<file path="src/rtl/adder_pkg.sv">
// Shared types and default sizing for the serial adder.
package adder_pkg;

  localparam int unsigned DEF_WIDTH = 8;
  localparam int unsigned DEF_SLICE = 1;

  typedef enum logic [1:0] {
    IDLE = 2'd0,
    RUN  = 2'd1,
    DONE = 2'd2
  } state_e;

endpackage

</file>
<file path="src/rtl/adder_slice.sv">
// Combinational SLICE-bit ripple adder; also exposes the carry into its MSB
// so the top level can derive signed overflow on the final slice.
module adder_slice #(
  parameter int unsigned SLICE = 1
) (
  input  logic [SLICE-1:0] a,
  input  logic [SLICE-1:0] b,
  input  logic             cin,
  output logic [SLICE-1:0] sum,
  output logic             cout,
  output logic             c_msb
);

  logic carry;

  // Ripple the carry LSB to MSB, remembering the carry entering the top bit.
  always_comb begin
    carry = cin;
    c_msb = cin;
    sum   = '0;
    for (int i = 0; i < SLICE; i++) begin
      c_msb  = carry;
      sum[i] = a[i] ^ b[i] ^ carry;
      carry  = (a[i] & b[i]) | (carry & (a[i] ^ b[i]));
    end
    cout = carry;
  end

endmodule

</file>
<file path="src/rtl/serial_adder.sv">
// Multi-cycle adder/subtractor processing SLICE bits per clock, LSB first.
//
//   state | meaning
//   IDLE  | waiting for start
//   RUN   | one slice added per edge, counter 0..NSLICE-1
//   DONE  | result just published, done high for this one cycle
module serial_adder
  import adder_pkg::*;
#(
  parameter int unsigned WIDTH = DEF_WIDTH,
  parameter int unsigned SLICE = DEF_SLICE
) (
  input  logic             clk,
  input  logic             rst_n,
  input  logic             start,
  input  logic [WIDTH-1:0] a,
  input  logic [WIDTH-1:0] b,
  input  logic             cin,
  input  logic             sub,
  output logic [WIDTH-1:0] sum,
  output logic             cout,
  output logic             ovf,
  output logic             busy,
  output logic             done
);

  localparam int unsigned NSLICE = WIDTH / SLICE;
  localparam int unsigned CNT_W  = (NSLICE > 1) ? $clog2(NSLICE) : 1;
  localparam logic [CNT_W-1:0] CNT_LAST = CNT_W'(NSLICE - 1);

  if (WIDTH < 2 || (WIDTH % SLICE) != 0) begin : g_bad_param
    $error("serial_adder: WIDTH must be >= 2 and a multiple of SLICE");
  end

  state_e           state_q, state_d;
  logic [WIDTH-1:0] a_q, a_d;
  logic [WIDTH-1:0] b_q, b_d;
  logic [WIDTH-1:0] acc_q, acc_d;
  logic [CNT_W-1:0] cnt_q, cnt_d;
  logic             carry_q, carry_d;
  logic [WIDTH-1:0] sum_q, sum_d;
  logic             cout_q, cout_d;
  logic             ovf_q, ovf_d;

  logic [SLICE-1:0] slc_sum;
  logic             slc_cout;
  logic             slc_cmsb;
  logic [WIDTH-1:0] slc_ext;
  logic [WIDTH-1:0] acc_nxt;

  adder_slice #(.SLICE(SLICE)) u_slice (
    .a     (a_q[SLICE-1:0]),
    .b     (b_q[SLICE-1:0]),
    .cin   (carry_q),
    .sum   (slc_sum),
    .cout  (slc_cout),
    .c_msb (slc_cmsb)
  );

  // New slice enters the accumulator from the top; after NSLICE shifts the
  // first slice has reached bit 0.
  assign slc_ext = WIDTH'(slc_sum);
  assign acc_nxt = (acc_q >> SLICE) | (slc_ext << (WIDTH - SLICE));

  // Next-state and datapath update; subtract stores ~b so the slice only adds.
  always_comb begin
    state_d = state_q;
    a_d     = a_q;
    b_d     = b_q;
    acc_d   = acc_q;
    cnt_d   = cnt_q;
    carry_d = carry_q;
    sum_d   = sum_q;
    cout_d  = cout_q;
    ovf_d   = ovf_q;
    case (state_q)
      IDLE, DONE: begin
        if (start) begin
          a_d     = a;
          b_d     = sub ? ~b : b;
          carry_d = cin ^ sub;
          acc_d   = '0;
          cnt_d   = '0;
          state_d = RUN;
        end else begin
          state_d = IDLE;
        end
      end
      RUN: begin
        a_d     = a_q >> SLICE;
        b_d     = b_q >> SLICE;
        acc_d   = acc_nxt;
        carry_d = slc_cout;
        if (cnt_q == CNT_LAST) begin
          sum_d   = acc_nxt;
          cout_d  = slc_cout;
          ovf_d   = slc_cout ^ slc_cmsb;
          state_d = DONE;
        end else begin
          cnt_d = cnt_q + 1'b1;
        end
      end
      default: state_d = IDLE;
    endcase
  end

  // State and datapath registers with synchronous active-low reset.
  always_ff @(posedge clk) begin
    if (!rst_n) begin
      state_q <= IDLE;
      a_q     <= '0;
      b_q     <= '0;
      acc_q   <= '0;
      cnt_q   <= '0;
      carry_q <= 1'b0;
      sum_q   <= '0;
      cout_q  <= 1'b0;
      ovf_q   <= 1'b0;
    end else begin
      state_q <= state_d;
      a_q     <= a_d;
      b_q     <= b_d;
      acc_q   <= acc_d;
      cnt_q   <= cnt_d;
      carry_q <= carry_d;
      sum_q   <= sum_d;
      cout_q  <= cout_d;
      ovf_q   <= ovf_d;
    end
  end

  assign sum  = sum_q;
  assign cout = cout_q;
  assign ovf  = ovf_q;
  assign busy = (state_q == RUN);
  assign done = (state_q == DONE);

endmodule
</file>
<file path="config.mk">
export PLATFORM = sky130hd
export DESIGN_NAME = serial_adder
export DESIGN_NICKNAME = d
export VERILOG_FILES = /design/src/rtl/adder_pkg.sv /design/src/rtl/adder_slice.sv /design/src/rtl/serial_adder.sv
export SDC_FILE = /design/constraint.sdc
export NUM_CORES = 1
export LEC_CHECK = 0
export BUFFER_PORTS_ARGS = -buffer_cell sky130_fd_sc_hd__buf_2
export CORE_AREA = 2 2 67 63
export CTS_CLUSTER_DIAMETER = 150
export DETAILED_ROUTE_END_ITERATION = 8
export DIE_AREA = 0 0 69 65
export PLACE_DENSITY = 0.81
export SLEW_MARGIN = 10
export SYNTH_ARGS = -nofsm -noshare
export SYNTH_HDL_FRONTEND = slang
export SYNTH_HIERARCHICAL = 1
export SYNTH_SLANG_ARGS = --single-unit
</file>
<file path="constraint.sdc">
create_clock -name clk -period 1.6 [get_ports clk]
set_input_delay 0.24 -clock clk [delete_from_list [all_inputs] [get_ports clk]]
set_output_delay 0.24 -clock clk [all_outputs]
set_load 0.05 [all_outputs]
</file>
==> out/results.tsv, run 1 <==
metric	value	unit
synth_top_area_share	43.0	%
worst_slew_pin_slew	547	ps
synth_edf_count	0	
cts.htree.levels	2	
dpl.hpwl	2170	µm
core-area	3850	µm²
whs_endpoint	a_q[7]$_SDFFE_PN0P_	
tns	0	ps
grt_overflow	0	
hold_buffers	0	
cts_num_sinks	39	
synth_area_leaders	dfxtp_1 (43%), a21boi_1 (14%), a22oi_2 (6.9%), nand3_1 (6.6%), nand2_1 (6.2%)	
syn_avg_cell_area	9.61	µm²
dr.pass1.iters	4	
stdcell_count	263	
die_h	65	µm
ys_seq_area_share	43.0	%
critPathMaxFanout	12	
area_growth	11.6	%
path_class	reg2out	
worstPathRequired	1360	ps
cts.path.max_buffers	2	
endpoint_kind	output port	
setup_violations	0	
worstHoldStart	a[7]	
rows	22	
diodes	0	
vias	1397	
max_slew_margin	63.5	%
maxSlewViolCount	0	
drv_cap	0	
grt_pass1_wl	5730	µm
ys_types	27	
grt_max_degree	40	
synth_common_cells	dfxtp_1 (39), a21boi_1 (33), nand2_1 (30)	
numPortBuffers	32	
dpl.cell_count	256	
drc	0	
placed_area	1940	µm²
fin_total_pwr	1900	µW
initial_utilization	47.1	%
cts_buffers	5	
synthArstFlopShare	0	%
rrSetupSlack	160	ps
yosys.area.top_type	dfxtp_1	
synth_warnings	6	
clock_latency	290	ps
fin_skew	4.11	ps
fin_nets	240	
n_fill_cell	381	
die_x	69	µm
p_leak	0.000802	µW
r2r-start	cnt_q[0]$_SDFFE_PN0P_	
fmax	653	MHz
hold_depth	3	
antenna_found_initial	0	
io_pins	33	
drive_gt1_share	26.0	%
cts-root-buf	clkbuf_8	
rr_worst_depth	5	
period_minus_slack	1530	ps
cts_tree	built	
ir_drop	0.522	mV
netlist_area	1820	µm²
drtAntennaViolNets	0	
seqCellArea	781	µm²
rsz0062_at_grt	no	
yosys_most_used_dff	dfxtp_1	
worstPathArrival	1290	ps
design_area	2030	µm²
grt_pass1_vias	1314	
wl	3420	µm
power.density	936	nW/µm²
ys_ff_latch	39	
multi_input_area	907	µm²
synthCells	189	
holdCritPathClass	in2reg	
drt_iter0_drc	56	
hold_viol_final	0	
place_congestion	0.714	
rr_endpoint	cnt_q[0]$_SDFFE_PN0P_	
synth.net_count	213	
cts.clk_slew.worst_paths	70	ps
grt_use_total	16.3	%
die_area	4490	µm²
status	finished, final reports clean	
avgRoutedWirePerCell	13.0	µm
yosys.cell_count.top_type	dfxtp_1	
hold_slack	185	ps
worstSetupStartpointType	flop	
fin_crit_sh	95.8	%
via_per_inst	5.31	
-- what timing repair did --
action | in CTS | in global routing
endpoints found under the setup margin | 1 | 8
resized for setup | 2 | 3
setup buffers | 0 | 0
cloned | 0 | 1
-- logic make-up after synthesis --
logic type	share of synthesized area, %
adders and majority gates	2.48
DFF	43.0
xor gates and xnor gates	4.82
and+or+nand+nor	17.6
AOI/OAI and AO/OA	24.8
buffers and inverters	7.30
-- sequential cells by signal, indices dropped and copies added (netlist names), 2 cells and up --
name and flops:
b_q 8, acc_q 7, state_q 2, a_q 8, cnt_q 3, sum 8
-- through the flow --
stage | worst slack, ps | utilization, %
2_1_floorplan | 234 | -
3_3_place_gp | 177 | 50.4
3_5_place_dp | 102 | 50.4
4_1_cts | 10.1 | 52.4
5_1_grt | 6.17 | 52.6
6_report | 67.6 | 52.6
-- per-layer routing --
metal | vias up | part of all wire, % | global-route usage, %
li1 | 706 | - | -
met1 | 653 | 45 | 18.5
met2 | 33 | 47 | 28.0
met3 | 5 | 6.1 | 6.38
met4 | 0 | 1.6 | 5.88
met5 | - | 0 | 0
-- worst max path at each step --
| stage | start | to | slack, ps | cells past startpoint |
|---|---|---|---|---|
| final | state_q[1]$_SDFFE_PN0P_ | busy | 70 | 3 |
| after detailed placement | cnt_q[0]$_SDFFE_PN0P_ | sum[0]$_SDFFE_PN0P_ | 100 | 5 |
| after global routing | state_q[1]$_SDFFE_PN0P_ | busy | 6 | 3 |
| after global placement | cnt_q[0]$_SDFFE_PN0P_ | ovf$_SDFFE_PN0P_ | 180 | 5 |
| after CTS | state_q[0]$_SDFFE_PN0P_ | busy | 10 | 3 |
| after floorplan | cnt_q[0]$_SDFFE_PN0P_ | ovf$_SDFFE_PN0P_ | 230 | 5 |
-- worst max-delay path, stage by stage (launching register included) --
cell and delay (ps):
dfxtp_1 410, nand2b_2 220, clkinv_4 150, buf_4 220
-- final cells by class --
cell class | instances | area share (%)
clock buffers | 6 | 3.58
inverters | 1 | 0.432
multi-input cells | 132 | 44.8
flip-flops and latches | 39 | 38.5
well taps | 48 | 2.96
repair buffers | 36 | 9.51
repair inverters | 1 | 0.247
-- report_power, final --
| part | internal (µW) | switching [µW] |
|---|---|---|
| Sequential | 1010 | 27.6 |
| Combinational | 109 | 145 |
| Clock | 290 | 315 |
| Total | 1410 | 488 |
-- placed cells by master, fill, tap and decap left out, types with 2 or more instances in the layout --
cell / n
nand2_1: 30
clkbuf_8: 5
nor2b_1: 2
buf_4: 5
a22oi_1: 5
xor2_1: 9
buf_2: 31
nand3b_1: 3
a21boi_1: 33
nand3_1: 24
ha_1: 2
a21boi_0: 2
o21a_1: 2
dfxtp_1: 39
a22oi_2: 10
Power figures use the tool's default switching activity.
==> run 2: changes to the inputs <==
- CTS_BUF_LIST: default -> sky130_fd_sc_hd__clkbuf_4
==> run 2 against run 1 <==
Effect of this change:
- die area is the same
- sequential cell count stayed put
- final cell count unchanged
- register-to-register slack barely moved
- via count about the same
- total power shrank 6.4%
- first-iteration DRC count up 18%
- clock power down 22%
- global-route usage rose by 0.62 points
- critical endpoint unchanged
- largest power group unchanged
- highest routed layer unchanged
==> out/results.tsv, run 2 (synthesized netlist as in run 1, its figures left out) <==
metric	value	unit
maxSlewViolCount	0	
numPortBuffers	32	
layout_commonest_cell	dfxtp_1	
dpl.hpwl	2170	µm
tns	0	ps
rsz0062_at_grt	no	
p_seq_share	58.5	%
endpoint_kind	output port	
busiest_layer	met2	
worstSetupStartpointType	flop	
hold_viol_final	0	
path_buf_inv	2	
cts_num_sinks	39	
via_per_inst	5.32	
rows	22	
diodes	0	
dpl.cell_count	256	
cts.htree.levels	2	
avgRoutedWirePerCell	13.0	µm
status	finished, final reports clean	
grt_max_degree	40	
p_sw_share	26.6	%
die_area	4490	µm²
cp_cell_sequence	nand2b_4, bufinv_8, buf_8	
clock_latency	350	ps
n_fill_cell	380	
worst_slew_pin_slew	550	ps
grt_use_total	16.9	%
vias	1398	
ir_drop	0.490	mV
drt_iter0_drc	66	
io_pins	33	
power.switching	473	µW
final_cell_mix	dfxtp_1 (37), a21boi_1 (33), buf_2 (31)	
worstPathArrival	1290	ps
fmax	652	MHz
grt_use_met1	18.9	%
critPathMaxFanout	12	
pwr-share-comb	14.9	%
drc	0	
cts_setup_buffers	0	
cts-root-buf	clkbuf_4	
worstPathRequired	1360	ps
pwr-share-clk	26.6	%
grt_overflow	0	
period_minus_slack	1530	ps
cts_tree	built	
grt_pass1_wl	5800	µm
grt_pass1_vias	1311	
drv_cap	0	
die_x	69	µm
max_slew_margin	63.3	%
fin_skew	6.41	ps
power.density	877	nW/µm²
cts.clk_slew.worst_paths	110	ps
setup_violations	0	
cts.path.max_buffers	2	
critPathTopFamily	buffers and inverters	
stdcell_count	263	
rrSetupSlack	160	ps
slowest_delay	360	ps
core-area	3850	µm²
dr.pass1.iters	4	
antenna_found_initial	0	
grt.met3_usage	7.78	%
cts_buffers	5	
critPathSlowestCell	dfxtp_2	
die_h	65	µm
use_met2	27.9	%
area_growth	11.4	%
path_class	reg2out	
place_congestion	0.714	
p_leak	0.000807	µW
drive_gt1_share	27.4	%
p_int	1300	µW
wl	3420	µm
holdCritPathClass	in2reg	
fin_crit_sh	95.8	%
drtAntennaViolNets	0	
initial_utilization	47.1	%
fin_nets	240	
==> run 2: cell types whose count changed in the layout (fill, tap and decap cells not counted), sizes merged <==
cell    before  now
inv          0    1
clkinv       2    0
bufinv       0    1
==> run 2: final cells by class <==
class | instances | area (µm²) | share of cell area (%)
Timing Repair inverter | 1 | 6.26 | 0.309
Inverter | 1 | 17.5 | 0.865
Tap cell | 48 | 60.1 | 2.97
Multi-Input combinational cell | 132 | 912 | 45.1
Clock buffer | 6 | 45.0 | 2.22
Timing Repair Buffer | 36 | 200 | 9.89
Sequential cell | 39 | 783 | 38.7
==> run 2: repair_timing <==
item                       in CTS  in global routing
gates cloned                    1                  0
pin swaps                       0                  0
resized for setup               6                  3
setup endpoints to repair       1                 11
hold buffers                    0                  0
==> run 2: worst min-delay path, cell delays in order <==
cell      delay (ps)
buf_2            100
nand2_1           40
a21boi_1          50
==> run 2: final timing paths <==
check / end / depth (start not counted) / start
hold / removal: a_q[7]$_SDFFE_PN0P_ / 3 / a[7]
hold reg to reg: sum[7]$_SDFFE_PN0P_ / 2 / sum[7]$_SDFFE_PN0P_
setup reg to reg: cnt_q[0]$_SDFFE_PN0P_ / 5 / cnt_q[0]$_SDFFE_PN0P_
setup / recovery: busy / 3 / state_q[1]$_SDFFE_PN0P_
==> run 2: power by group through the flow <==
stage	registers [µW]	logic, µW	clock network (µW)
2_1_floorplan	1050	215	0
3_3_place_gp	1060	248	0
3_5_place_dp	1060	251	0
4_1_cts	1040	266	487
5_1_grt	1040	293	542
6_report	1040	265	472
==> run 2: metrics by stage <==
step           util [%]  setup WS, ps  power, µW  cell area, µm²  hold WS, ps
2_1_floorplan         -           234       1270            1820          375
3_3_place_gp       50.4           177       1310            1940          439
3_5_place_dp       50.4           102       1310            1940          444
4_1_cts            52.4          10.8       1790            2020          109
5_1_grt            52.5          7.03       1880            2020          102
6_report           52.5          67.0       1780            2020          124
==> run 2: routing by layer <==
metal | vias to the layer above | share of wire, %
li1 | 708 | -
met1 | 652 | 45
met2 | 33 | 47
met3 | 5 | 5.6
met4 | 0 | 1.8
met5 | - | 0
